File: src/rtl/pipe_pkg.sv
// Shared pipeline-stage types: stage occupancy states, perf counter width,
// and EX->MEM payload field offsets so producer, stage and consumer agree.
package pipe_pkg;

  typedef enum logic [1:0] {
    ST_EMPTY = 2'd0,
    ST_ONE   = 2'd1,
    ST_FULL  = 2'd2
  } pipe_st_e;

  localparam int PERF_W = 32;

  localparam int EXM_ALUOP_LSB = 0;
  localparam int EXM_ALUOP_W   = 8;
  localparam int EXM_ADDR_LSB  = 8;
  localparam int EXM_ADDR_W    = 32;
  localparam int EXM_WDATA_LSB = 40;
  localparam int EXM_WDATA_W   = 32;
  localparam int EXM_CP0_LSB   = 72;
  localparam int EXM_CP0_W     = 32;
  localparam int EXM_TRAP_LSB  = 104;
  localparam int EXM_TRAP_W    = 24;
  localparam int EXM_W         = 128;

endpackage

File: src/rtl/pipe_perf_cnt.sv
// Saturating event counter.
// Ports: clk, clr (sync clear), inc (count enable), cnt (current value).
module pipe_perf_cnt
  import pipe_pkg::*;
#(
  parameter int W = PERF_W
) (
  input  logic         clk,
  input  logic         clr,
  input  logic         inc,
  output logic [W-1:0] cnt
);

  always_ff @(posedge clk) begin
    if (clr)
      cnt <= '0;
    else if (inc && (cnt != '1))
      cnt <= cnt + 1'b1;
  end

endmodule

File: src/rtl/pipe_stage_skid.sv
// Inter-stage register with valid/ready handshake and 2-entry skid buffer,
// flush path and a scratch side-channel held while the producer is stalled.
// Ports: clk, rst (sync, high), flush; in_valid/in_data/in_ready upstream;
// out_valid/out_data/out_ready downstream; scr_i/scr_o scratch;
// perf_bub/perf_bp counters, live only when PIPE_STAGE_PERF_EN is defined.
module pipe_stage_skid
  import pipe_pkg::*;
#(
  parameter int                DATA_W  = 128,
  parameter int                SCR_W   = 66,
  parameter logic [DATA_W-1:0] NOP_VAL = '0
) (
  input  logic              clk,
  input  logic              rst,
  input  logic              flush,
  input  logic              in_valid,
  input  logic [DATA_W-1:0] in_data,
  output logic              in_ready,
  output logic              out_valid,
  output logic [DATA_W-1:0] out_data,
  input  logic              out_ready,
  input  logic [SCR_W-1:0]  scr_i,
  output logic [SCR_W-1:0]  scr_o,
  output logic [PERF_W-1:0] perf_bub,
  output logic [PERF_W-1:0] perf_bp
);

  pipe_st_e          st, st_nxt;
  logic [DATA_W-1:0] main_q, skid_q;
  logic              accept, emit;
  logic              ld_in, ld_skid, shift;

  // in_ready depends on state only, never on out_ready
  assign in_ready  = (st != ST_FULL);
  assign out_valid = (st != ST_EMPTY);
  assign out_data  = out_valid ? main_q : NOP_VAL;

  assign accept = in_valid & in_ready;
  assign emit   = out_valid & out_ready;

  always_comb begin
    st_nxt  = st;
    ld_in   = 1'b0;
    ld_skid = 1'b0;
    shift   = 1'b0;
    unique case (st)
      ST_EMPTY: begin
        if (accept) begin
          st_nxt = ST_ONE;
          ld_in  = 1'b1;
        end
      end
      ST_ONE: begin
        if (accept && !emit) begin
          st_nxt  = ST_FULL;
          ld_skid = 1'b1;
        end else if (!accept && emit) begin
          st_nxt = ST_EMPTY;
        end else if (accept && emit) begin
          ld_in = 1'b1;
        end
      end
      ST_FULL: begin
        if (emit) begin
          st_nxt = ST_ONE;
          shift  = 1'b1;
        end
      end
      default: st_nxt = ST_EMPTY;
    endcase
  end

  always_ff @(posedge clk) begin
    if (rst || flush)
      st <= ST_EMPTY;
    else
      st <= st_nxt;
  end

  // Payload registers need no reset: out_data is masked by out_valid
  always_ff @(posedge clk) begin
    if (ld_in)
      main_q <= in_data;
    else if (shift)
      main_q <= skid_q;
    if (ld_skid)
      skid_q <= in_data;
  end

  // Partials survive stalls and clear once the instruction advances
  always_ff @(posedge clk) begin
    if (rst || flush)
      scr_o <= '0;
    else
      scr_o <= accept ? '0 : scr_i;
  end

`ifdef PIPE_STAGE_PERF_EN
  pipe_perf_cnt #(.W(PERF_W)) u_bub (
    .clk (clk),
    .clr (rst),
    .inc (!out_valid),
    .cnt (perf_bub)
  );

  pipe_perf_cnt #(.W(PERF_W)) u_bp (
    .clk (clk),
    .clr (rst),
    .inc (out_valid && !out_ready),
    .cnt (perf_bp)
  );
`else
  assign perf_bub = '0;
  assign perf_bp  = '0;
`endif

endmodule

File: config.mk
export PLATFORM = sky130hd
export DESIGN_NAME = pipe_stage_skid
export DESIGN_NICKNAME = d
export VERILOG_FILES = /design/src/rtl/pipe_pkg.sv /design/src/rtl/pipe_perf_cnt.sv /design/src/rtl/pipe_stage_skid.sv
export SDC_FILE = /design/constraint.sdc
export NUM_CORES = 1
export LEC_CHECK = 0
export ABC_AREA = 1
export BUFFER_PORTS_ARGS = -buffer_cell sky130_fd_sc_hd__buf_2
export CAP_MARGIN = 20
export CELL_PAD_IN_SITES_DETAIL_PLACEMENT = 0
export CELL_PAD_IN_SITES_GLOBAL_PLACEMENT = 1
export CORE_MARGIN = 2
export CORE_UTILIZATION = 32
export CTS_CLUSTER_DIAMETER = 50
export DETAILED_ROUTE_END_ITERATION = 10
export PLACE_DENSITY = 0.7
export SKIP_CTS_REPAIR_TIMING = 1
export SLEW_MARGIN = 40
export SYNTH_ARGS = -nofsm -noshare
export SYNTH_HDL_FRONTEND = slang
export SYNTH_HIERARCHICAL = 1
export SYNTH_SLANG_ARGS = --single-unit
File: constraint.sdc
create_clock -name clk -period 32.4 [get_ports clk]
set_clock_uncertainty 0.15 [all_clocks]
set_input_delay 9.72 -clock clk [delete_from_list [all_inputs] [get_ports clk]]
set_output_delay 9.72 -clock clk [all_outputs]
set_load 0.005 [all_outputs]
# --- Word level (Yosys, flattened, before mapping) ---
# Index checks and enable logic that the tools add are counted.
totals:
  regBits: 324
  out_inout_bits: 260
  wordCells: 40
op_classes:
  eq_ne: 6
  muxes: 17
  bitwise: 2
  reduce_logical: 11
op_table:
  columns: ["operator", "count"]
  rows:
  - ["2-to-1 mux 128 bit", 3]
  - ["2-to-1 mux 1 bit", 8]
  - ["2-to-1 mux 2 bit", 4]
  - ["inequality test 2 bit (second input constant)", 3]
  - ["case mux 2 bit (3 select lines)", 1]
  - ["nonzero test 2 bit", 2]
  - ["logical AND 1 bit", 3]
  - ["inequality test 3 bit (second input constant)", 1]
  - ["AND reduction 3 bit", 1]
  - ["bitwise AND 1 bit", 2]
  - ["== test 2 x 1 -> 1 bit (second input constant)", 1]
  - ["== test 2 bit (second input constant)", 1]
  - ["logical NOT 1 bit", 2]
  - ["logical NOT 2 bit", 1]
  - ["case mux 1 bit (2 select lines)", 1]
  - ["OR reduction 2 bit", 1]
  - ["logical OR 1 bit", 1]

# --- Logic depth before layout (Yosys ltp) ---
# Gate-level depths: netlist (run 1).
depth:
  word_depth: 8
  mapped_depth: 9
  ltp_nobuf: 9

# --- Worst setup path before layout (run 1) ---
# OpenSTA, ideal clock, no wires.
synth_timing:
  path_kind: "input port to flip-flop"
  from: "input port out_ready"
  to: "register main_q[0], enable pin"
  setup_ns: 0.792
  t_arrival_ns: 18.713
  slack_ns: 12.745
  cell_stages: 2
  path_cell_list: "inv_1 -> o21ai_0"
synth_via:
  elab_chain_len: 7
  elab_cells_between_ends: 12
  classes_between: "6 x mux; 1 x bitwise; 5 x reduce/logical"
synth_rtl:
  columns: ["element", "line", "rtl"]
  rows:
  - ["start: declaration", "pipe_stage_skid.sv:21", "input logic out_ready,"]
  - ["bitwise AND 1 bit *", "pipe_stage_skid.sv:39", "assign emit = out_valid & out_ready;"]
  - ["logical AND 1 bit", "pipe_stage_skid.sv:59", "end else if (accept && emit) begin"]
  - ["2-to-1 mux 1 bit", "pipe_stage_skid.sv:59", null]
  - ["2-to-1 mux 1 bit", "pipe_stage_skid.sv:57", "end else if (!accept && emit) begin"]
  - ["2-to-1 mux 1 bit", "pipe_stage_skid.sv:54", "if (accept && !emit) begin"]
  - ["case mux 1 bit (2 select lines)", "pipe_stage_skid.sv:46", "unique case (st)"]
  - ["nonzero test 2 bit (no source line) *", null, null]
  - ["end signal: assignment", "pipe_stage_skid.sv:83", "main_q <= in_data;"]
  - ["end signal: assignment", "pipe_stage_skid.sv:85", "main_q <= skid_q;"]
  - ["end: declaration", "pipe_stage_skid.sv:29", "logic [DATA_W-1:0] main_q, skid_q;"]
# Mark *: on every way between the ends. The rest lies on a longest branch, timed or not.
# A chain may end at the register's enable or synchronous reset.

# --- Worst setup path after layout (run 1) ---
layout_timing:
  from: "register st[0]"
  to: "output port out_valid"
layout_via:
  elab_chain_len: 1
layout_rtl:
  columns: ["element", "line", "rtl"]
  rows:
  - ["start: declaration", "pipe_stage_skid.sv:28", "pipe_st_e st, st_nxt;"]
  - ["start signal: assignment", "pipe_stage_skid.sv:77", "st <= st_nxt;"]
  - ["nonzero test 2 bit", "pipe_stage_skid.sv:35", "assign out_valid = (st != ST_EMPTY);"]
  - ["end: declaration", "pipe_stage_skid.sv:19", "output logic out_valid,"]
# No other way between the ends.

==> results of run 1 <==
## report_power, final
group | total, mW | internal, mW | switching, mW | leakage [nW]
Sequential | 0.477 | 0.472 | 0.00476 | 2.98
Clock | 0.424 | 0.250 | 0.173 | 0.607
Combinational | 0.0676 | 0.0246 | 0.0430 | 4.73
## state kept, by name, indices dropped and copies added, names as in the netlist
register  cells
main_q      128
scr_o        66
skid_q      128
st            2
## critical path, delay by kind of cell, from the launching register on
family | cells | cell delay, ns
and+or+nand+nor | 1 | 0.12
buffers and inverters | 3 | 0.88
DFF | 1 | 0.39
## kinds of logic (layout without fill, tap and decap cells)
group                      count (synthesis)  in the layout  share of synthesized area
AOI/OAI and AO/OA                        131            131                     0.0504
and+or+nand+nor                          338            338                     0.0986
DFF                                      324            324                      0.695
adders and majority gates                  1              1                   0.000961
other                                      1             69                   0.000288
buffers and inverters                    442            803                      0.155
## final timing paths
check | start | end | slack, ns
worst max-delay path | st[0] | out_valid | 20.58
worst max register to register | st[0] | skid_q[90] | 29.09
worst min register to register | skid_q[100] | main_q[100] | 0.37
worst min-delay path | skid_q[100] | main_q[100] | 0.37
## synthesized netlist by cell type
library cell and n:
inv_1 328, o21ai_0 129, edfxtp_1 256, conb_1 1, ha_1 1, nor2_1 196, buf_2 35, nand3_1 5
nand2_1 135, buf_4 68, clkbuf_2 1, a21oi_1 2, nand3_2 1, nand2_2 1, buf_6 7, inv_2 1
dfxtp_1 68, clkbuf_1 2
## stage by stage
step	setup slack (ns)	total power [mW]	utilization	instance area (um^2)	cells
5_1_grt	20.30	1.01	0.413	16500	2190
3_3_place_gp	20.08	0.553	0.381	15200	2114
2_1_floorplan	12.75	0.531	-	13300	1300
6_report	20.58	0.968	0.413	16500	2191
3_5_place_dp	20.06	0.555	0.381	15200	2114
4_1_cts	20.37	0.983	0.412	16500	2186
## per-layer routing
| layer | vias up | track usage | part of all wire |
|---|---|---|---|
| li1 | 4436 | - | - |
| met1 | 3887 | 0.152 | 0.38 |
| met2 | 339 | 0.247 | 0.50 |
| met3 | 60 | 0.0500 | 0.091 |
| met4 | 6 | 0.0601 | 0.028 |
| met5 | - | 0 | 0.0011 |
## layout make-up
class / count / area, um^2 / area share
diodes: 5 / 12.5 / 0.000759
clock buffers: 53 / 1060 / 0.0644
clock inverters: 19 / 196 / 0.0119
inverters: 329 / 1240 / 0.0752
multi-input cells: 534 / 2220 / 0.135
flip-flops and latches: 324 / 9050 / 0.549
well taps: 525 / 657 / 0.0398
repair buffers: 402 / 2050 / 0.124
==> metrics.md, run 1 <==
| Metric | Value |
|---|---|
| Run status | finished clean |
| Post-synth top area share | 0.591 |
| Min-Delay Path Class | register to register |
| Total Neg Setup Slack | 0 ns |
| Leakage power | 8.31 nW |
| Hold path depth | 2 |
| Nets | 1831 |
| Sink Count | 324 |
| Avg Cell Area, Syn | 10.5 um^2 |
| Synth area leader | edfxtp_1 |
| GR Util All Layers | 0.140 |
| Clk root buf | clkbuf_16 |
| Delay of the slowest cell on the worst path | 0.50 ns |
| Number of routed nets with antenna violations | 0 |
| Final critical-path share of the clock period | 0.365 |
| Slowest CP cell | buf_4 |
| Yosys warnings | 6 |
| Final Hold Slack | 0.371 ns |
| Most frequent cells in the layout | buf_2, inv_1, edfxtp_1 |
| Remaining DRCs | 0 |
| Synthesized area | 13000 um^2 |
| Crit Path Class | register to output port |
| Critical Path AT | 1.95 ns |
| Worst vdd ir | 0.0000396 V |
| 1st-iter DRT viols | 382 |
| First-pass GRT wire length | 45000 um |
| Worst Path Required | 22.53 ns |
| Startpoint types | register |
| Post-Route WL | 30300 um |
| Row count | 73 |
| Max-slew violations | 0 |
| Crit path max fanout | 56 |
| CTS clk-pin slew, worst paths | 0.06 ns |
| Largest net degree at the start of global routing | 113 |
| Max_cap viols | 0 |
| Worst Setup End Kind | output port |
| GP Congestion | 0.773 |
| Max-slew headroom | 0.508 |
| Drt pass-1 iters | 4 |
| Initial antenna violation count | 11 |
| Post-synthesis sequential area ratio | 0.695 |
| Unrepaired setup endpoints after global routing | no |
| Cells after Synth | 1237 |
| Largest cells by area after synthesis | edfxtp_1, dfxtp_1, inv_1 |
| Most common cell after layout, fill and taps aside | buf_2 |
| Gr ovfl total | 0 |
| Post-DP HPWL | 21400 um |
| PwrDens | 58.7 nW/um^2 |
| Fraction of layout instances using a drive strength above 1 | 0.281 |
| Die ar. | 42300 um^2 |
| Htree depth | 2 |
| Die width | 206 um |
| Worst reg-to-reg path cell count | 8 |
| Yosys reg bits | 324 |
| Fin. Hold Viols | 0 |
| DIE HEIGHT | 206 um |
| Sequence of cells on the critical path | nor2_4 -> buf_4 -> inv_1 -> buf_2 |
| FILL cells | 3973 |
| Synth-to-layout area growth | 26.7% |
| Avg WL per Cell | 13.8 um |
| Core area | 39900 um^2 |
| Vias in the first global route | 8511 |
| Vias per inst | 3.98 |
| Peak Freq | 84.6 MHz |
| Endpoints failing setup | 0 |
| Actual slew at the worst max-slew pin | 0.737 ns |
| Starting Density | 0.326 |
| I/O Buffers | 394 |
| Clk_lat worst skew | 0.54 ns |
| Total CTS buffers | 40 |
| Tmin final | 11.82 ns |
| TritonCTS clock tree | done |
| Clock buffer depth | 3 |
| I/O pins | 459 |
| Unique masters post-synth | 18 |
| Vias | 8728 |
No activity file was read; power rests on OpenSTA's default activity.
==> inputs of run 2 (changes only) <==
ABC_AREA = 0   (was 1)
PLACE_DENSITY = 0.66   (was 0.7)
clock period = 11.25 ns   (was 32.4 ns; I/O delays follow)
==> run 2 against run 1 <==
- non-clock buffer count is 2 higher
- core utilization down 0.67 points
- cell count decreased by 21%
- die area up 0.35%
- synthesized cell count shrank 38%
- routed wire length down 2.2%
- critical path depth is the same
==> metrics.md, run 2 <==
| Metric | Value |
|---|---|
| Run status | finished clean |
| Avg WL per Cell | 17.1 um (+23%) |
| Total CTS buffers | 38 (-5.0%) |
| Crit path max fanout | 66 (+18%) |
| Worst Setup End Kind | output port |
| Number of routed nets with antenna violations | 0 (unchanged) |
| Vias | 7170 (-18%) |
| Unrepaired setup endpoints after global routing | no |
| Max_cap viols | 0 (unchanged) |
| First-pass GRT wire length | 42800 um (-4.7%) |
| Sink Count | 324 (unchanged) |
| Synthesized area | 13100 um^2 (+0.36%) |
| Die width | 206 um (+0.18%) |
| I/O pins | 459 (unchanged) |
| Synth async-reset ratio | 0 (unchanged) |
| Crit Path Class | register to output port |
| Most common cell in the synthesized netlist | edfxtp_1 |
| Max-slew violations | 0 (unchanged) |
| Ys flop type | edfxtp_1 |
| Vias per inst | 4.13 (+3.7%) |
| Total Neg Setup Slack | 0 ns (unchanged) |
| DR top layer | met5 |
| GP Congestion | 0.791 (+2.3%) |
| Clock buffer depth | 3 (unchanged) |
| Initial antenna violation count | 11 (unchanged) |
| Top Registers | main_q x128, skid_q x128, scr_o x66 |
| Drt pass-1 iters | 4 (unchanged) |
| Peak Freq | 161 MHz |
| Critical Path AT | 2.68 ns (+0.73 ns) |
| Tmin final | 6.21 ns |
| Vias in the first global route | 7418 (-13%) |
| Fraction of layout instances using a drive strength above 1 | 0.495 (+0.214) |
| Max-slew headroom | 0.502 (-0.00683) |
| Endpoints failing setup | 0 (unchanged) |
| Hold-critical path endpoint | main_q[108] |
| Hold path depth | 1 (-1) |
| Post-DP HPWL | 21200 um (-0.57%) |
| Metal-1 WL | 10900 um (-5.6%) |
| Synth-to-layout area growth | 26.1% |
| Worst Path Required | 7.73 ns (-14.80 ns) |
| FILL cells | 3835 (-3.5%) |
| Metal3 WL | 3030 um (+9.8%) |
| Htree depth | 2 (unchanged) |
| Largest net degree at the start of global routing | 67 (-41%) |
| Routed met2 length | 14800 um (-2.5%) |
| Post-route cell area | 16500 um^2 (about the same) |
| Worst vdd ir | 0.000106 V (+170%) |
| Worst R2R Start | st[1] |
| Yosys reg bits | 324 (unchanged) |
| Worst hold start | skid_q[108] |
| Core area | 40600 um^2 (+1.6%) |
| Post-Route WL | 29700 um (-2.2%) |
| Nets | 1371 (-25%) |
| Yosys warnings | 6 (unchanged) |
| Unique masters post-synth | 26 (+8) |
| 1st-iter DRT viols | 168 (-56%) |
| Post-synth top area share | 0.589 (-0.00209) |
| Critical R2R Capture | skid_q[103] |
| PwrDens | 167 nW/um^2 (+180%) |
| EDFF count, synth | 256 (unchanged) |
| Leakage power | 7.24 nW (-13%) |
| Startpoint types | register |
| Min-Delay Path Class | register to register |
| Synth area leader | edfxtp_1 |
| Gr ovfl total | 0 (unchanged) |
| Final critical-path share of the clock period | 0.552 |
| Clk_lat worst skew | 0.53 ns (about the same) |
| Most frequent cells in the layout | buf_2, edfxtp_1, and2_1 |
| Largest cells by area after synthesis | edfxtp_1, mux2_4, dfxtp_1 |
| R2r setup slk | 7.68 ns (-21.41 ns) |
| Clk root buf | clkbuf_16 |
| Avg Cell Area, Syn | 17.1 um^2 (+63%) |
| Commonest cells in the netlist | edfxtp_1, and2_1, mux2_4 |
| Die ar. | 42500 um^2 (+0.35%) |
| Placed cell area | 15200 um^2 (+0.18%) |
| GR Util All Layers | 0.137 (-0.00368) |
| Most common cell after layout, fill and taps aside | buf_2 |
| Fin. Hold Viols | 0 (unchanged) |
| DIE HEIGHT | 206 um (+0.18%) |
| Post-synthesis sequential area ratio | 0.693 (-0.00246) |
| I/O Buffers | 394 (unchanged) |
| Starting Density | 0.322 (-0.00400) |
| Actual slew at the worst max-slew pin | 0.748 ns (+0.0102 ns) |
| Remaining DRCs | 0 (unchanged) |
| TritonCTS clock tree | done |
| Row count | 74 (+1.4%) |
| Worst reg-to-reg path cell count | 8 (unchanged) |
| Cells after Synth | 763 (-38%) |
| CTS clk-pin slew, worst paths | 0.05 ns (about the same) |
==> run 2: metal layers <==
layer	vias to the layer above	global-route usage
met5	-	0
met4	8	0.0658
met3	57	0.0564
met2	334	0.233
met1	3371	0.146
li1	3400	-
==> run 2: layout make-up <==
| type | count | area, um^2 | share of cell area |
|---|---|---|---|
| multi-input combinational | 401 | 3460 | 0.210 |
| antenna | 6 | 15.0 | 0.000911 |
| clock inverter | 10 | 98.8 | 0.00600 |
| sequential | 324 | 9050 | 0.549 |
| inverter | 2 | 7.51 | 0.000456 |
| clock buffer | 57 | 1130 | 0.0684 |
| tap | 532 | 666 | 0.0404 |
| timing repair buffer | 404 | 2060 | 0.125 |
==> run 2: how the worst max path moves through the flow <==
| stage | cells past startpoint | end | slack [ns] | startpoint |
|---|---|---|---|---|
| after floorplan | 2 | main_q[0] | 1.41 | out_ready |
| after global placement | 6 | main_q[77] | 5.19 | in_valid |
| after CTS | 4 | out_data[9] | 4.87 | st[1] |
| after global routing | 4 | out_data[9] | 4.77 | st[1] |
| after detailed placement | 6 | main_q[70] | 5.16 | out_ready |
| final | 4 | out_data[9] | 5.04 | st[1] |
==> run 2: per-stage QoR <==
step / power (mW) / hold WS, ns / setup WS [ns] / utilization / std cells
after CTS: 2.80 / 0.394 / 4.87 / 0.406 / 1730
after global routing: 2.86 / 0.407 / 4.77 / 0.406 / 1733
after global placement: 1.59 / 0.376 / 5.19 / 0.375 / 1663
after floorplan: 1.53 / 0.373 / 1.41 / - / 826
after detailed placement: 1.59 / 0.381 / 5.16 / 0.376 / 1663
final: 2.75 / 0.392 / 5.04 / 0.406 / 1736
==> run 2: kinds of logic (layout without fill, tap and decap cells) <==
logic type | count (synthesis) | after routing | share of synthesized area
flops | 324 | 324 | 0.693
simple gates | 202 | 202 | 0.0966
other cells | 1 | 70 | 0.000287
fa+ha+maj | 1 | 1 | 0.000958
buf+inv | 101 | 473 | 0.0629
mux | 129 | 129 | 0.142
compound gates | 5 | 5 | 0.00412
==> run 2: critical path, cell delays in order, from the launching register on <==
cell	delay, ns
dfxtp_1	0.51
or2_4	0.58
buf_4	0.60
and2_1	0.25
buf_2	0.14
==> run 2: power breakdown <==
| group | internal, mW | switching (mW) |
|---|---|---|
| Sequential | 1.35 | 0.0106 |
| Clock | 0.719 | 0.468 |
| Combinational | 0.103 | 0.0943 |
| Total | 2.17 | 0.573 |
==> inputs of run 3 (changes only) <==
ABC_AREA = 1   (was 0)
PLACE_DENSITY = 0.72   (was 0.66)
clock period = 5.35 ns   (was 11.25 ns; I/O delays follow)
==> run 3 against run 2 <==
- design area grew 0.58%
- highest routed layer unchanged
- total power grew 110%
- core utilization grew 0.89 points
- die area shrank 0.35%
- critical path depth is the same
- via count grew 23%
- worst hold slack lost 0.027 ns
- global-route usage grew 0.84 points
- routed wire length grew 4.9%
- sequential share of layout area shrank 0.32 points
- largest power group unchanged
- worst setup slack lost 3.5 ns
- flip-flop and latch count is the same
==> metrics.md, run 3 (synthesis results as in run 1) <==
| Metric | Value |
|---|---|
| Crit path max fanout | 67 (+1.5%) |
| Fin. Hold Viols | 0 (unchanged) |
| Worst Path Required | 3.60 ns (-4.13 ns) |
| Max-slew violations | 0 (unchanged) |
| Clock buffer depth | 3 (unchanged) |
| NetSw | 1.36 mW (+140%) |
| Delay of the slowest cell on the worst path | 0.56 ns (-0.04 ns) |
| Combinational share of power | 0.071 (about the same) |
| Post-Route WL | 31100 um (+4.9%) |
| FILL cells | 4009 (+4.5%) |
| Largest net degree at the start of global routing | 130 (+94%) |
| Synth-to-layout area growth | 27.3% |
| Most frequent cells in the layout | buf_2, inv_1, edfxtp_1 |
| Endpoints failing setup | 0 (unchanged) |
| Startpoint types | register |
| Tot Pwr | 5.85 mW (+110%) |
| Sink Count | 324 (unchanged) |
| Drt pass-1 iters | 4 (unchanged) |
| Post-DP HPWL | 22200 um (+4.7%) |
| Leakage power | 8.36 nW (+16%) |
| Clock share of power | 0.435 (+0.002) |
| Peak Freq | 264 MHz |
| Actual slew at the worst max-slew pin | 0.755 ns (+0.00780 ns) |
| Slowest CP cell | buf_4 |
| CTS clk-pin slew, worst paths | 0.06 ns (about the same) |
| Worst Setup End Kind | output port |
| I/O pins | 459 (unchanged) |
| Max_cap viols | 0 (unchanged) |
| Post-route cell area | 16600 um^2 (+0.58%) |
| DIE HEIGHT | 206 um (-0.17%) |
| Total CTS buffers | 40 (+5.3%) |
| Die ar. | 42300 um^2 (-0.35%) |
| Most common cell after layout, fill and taps aside | buf_2 |
| Vias per inst | 4.01 (-3.0%) |
| PwrDens | 353 nW/um^2 (+110%) |
| R2r setup slk | 2.19 ns (-5.49 ns) |
| Unrepaired setup endpoints after global routing | no |
| Clk root buf | clkbuf_16 |
| Nets | 1833 (+34%) |
| Worst vdd ir | 0.000253 V (+140%) |
| Starting Density | 0.326 (+0.00400) |
| Seq pwr share | 0.493 (-0.003) |
| Placed cell area | 15300 um^2 (+0.33%) |
| Critical Path AT | 2.03 ns (-0.65 ns) |
| I/O Buffers | 394 (unchanged) |
| Total Neg Setup Slack | 0 ns (unchanged) |
| Remaining DRCs | 0 (unchanged) |
| 1st-iter DRT viols | 457 (+170%) |
| Row count | 73 (-1.4%) |
| GR Util All Layers | 0.145 (+0.00838) |
| Sw Share | 0.232 (+0.0236) |
| Tmin final | 3.79 ns |
| Die width | 206 um (-0.17%) |
| GP Congestion | 0.785 (-0.76%) |
| P_int | 4.49 mW (+110%) |
| Top Registers | main_q x128, skid_q x128, scr_o x66 |
| First-pass GRT wire length | 46300 um (+8.1%) |
| Gr ovfl total | 0 (unchanged) |
| Htree depth | 2 (unchanged) |
| Core area | 39900 um^2 (-1.6%) |
| Final critical-path share of the clock period | 0.708 |
| Initial antenna violation count | 12 (+1) |
| Critical path buffers and inverters | 2 (unchanged) |
| Crit Path Class | register to output port |
| Vias | 8810 (+23%) |
| Sequence of cells on the critical path | nor2_4 -> buf_4 -> nor2_1 -> buf_2 |
| Fraction of layout instances using a drive strength above 1 | 0.285 (-0.210) |
| Run status | finished clean |
| Avg WL per Cell | 14.2 um (-17%) |
| Top Family by Delay on Critical Path | buffers and inverters |
| Min-Delay Path Class | register to register |
| Number of routed nets with antenna violations | 0 (unchanged) |
| Max-slew headroom | 0.496 (-0.00520) |
| Vias in the first global route | 8566 (+15%) |
| Clk_lat worst skew | 0.55 ns (+0.02 ns) |
| TritonCTS clock tree | done |
run 3: worst register-to-register path: cells and delay by family (launching register included):
family,cells,cell delay (ns)
and+or+nand+nor,3,0.41
buffers and inverters,4,1.66
DFF,1,0.38
adders and majority gates,1,0.15
run 3: through the flow:
step,hold slack (ns),util,cells,worst slack (ns)
6_report,0.365,0.415,2198,1.56
5_1_grt,0.386,0.415,2197,1.38
4_1_cts,0.370,0.415,2190,1.44
3_5_place_dp,0.362,0.383,2116,1.63
3_3_place_gp,0.354,0.382,2114,1.56
2_1_floorplan,0.350,-,1300,0.305
run 3: power groups by stage:
stage               Sequential [mW]  Combinational [mW]  Clock (mW)
floorplan                      2.94               0.255           0
global placement               2.94               0.420           0
detailed placement             2.94               0.429           0
CTS                            2.89               0.431        2.64
global route                   2.90               0.487        2.73
finish                         2.89               0.417        2.54
run 3: worst paths after layout:
path              startpoint           end  depth (start not counted)
setup / recovery       st[0]  out_data[91]                          4
hold / removal    skid_q[79]    main_q[79]                          2
setup reg to reg       st[0]    skid_q[93]                          8
hold reg to reg   skid_q[79]    main_q[79]                          2
run 3: layout make-up:
cell class / count / area (um^2) / share of cell area
inverter: 329 / 1240 / 0.0748
timing repair buffer: 404 / 2110 / 0.127
antenna: 8 / 20.0 / 0.00121
clock inverter: 24 / 178 / 0.0107
clock buffer: 50 / 1090 / 0.0660
tap: 525 / 657 / 0.0396
sequential: 324 / 9050 / 0.546
multi-input combinational: 534 / 2230 / 0.134
run 3: metal layers:
| layer | wire length (um) | track usage |
|---|---|---|
| met5 | 31 | 0 |
| met4 | 1080 | 0.0745 |
| met3 | 2550 | 0.0472 |
| met2 | 15900 | 0.257 |
| met1 | 11500 | 0.153 |
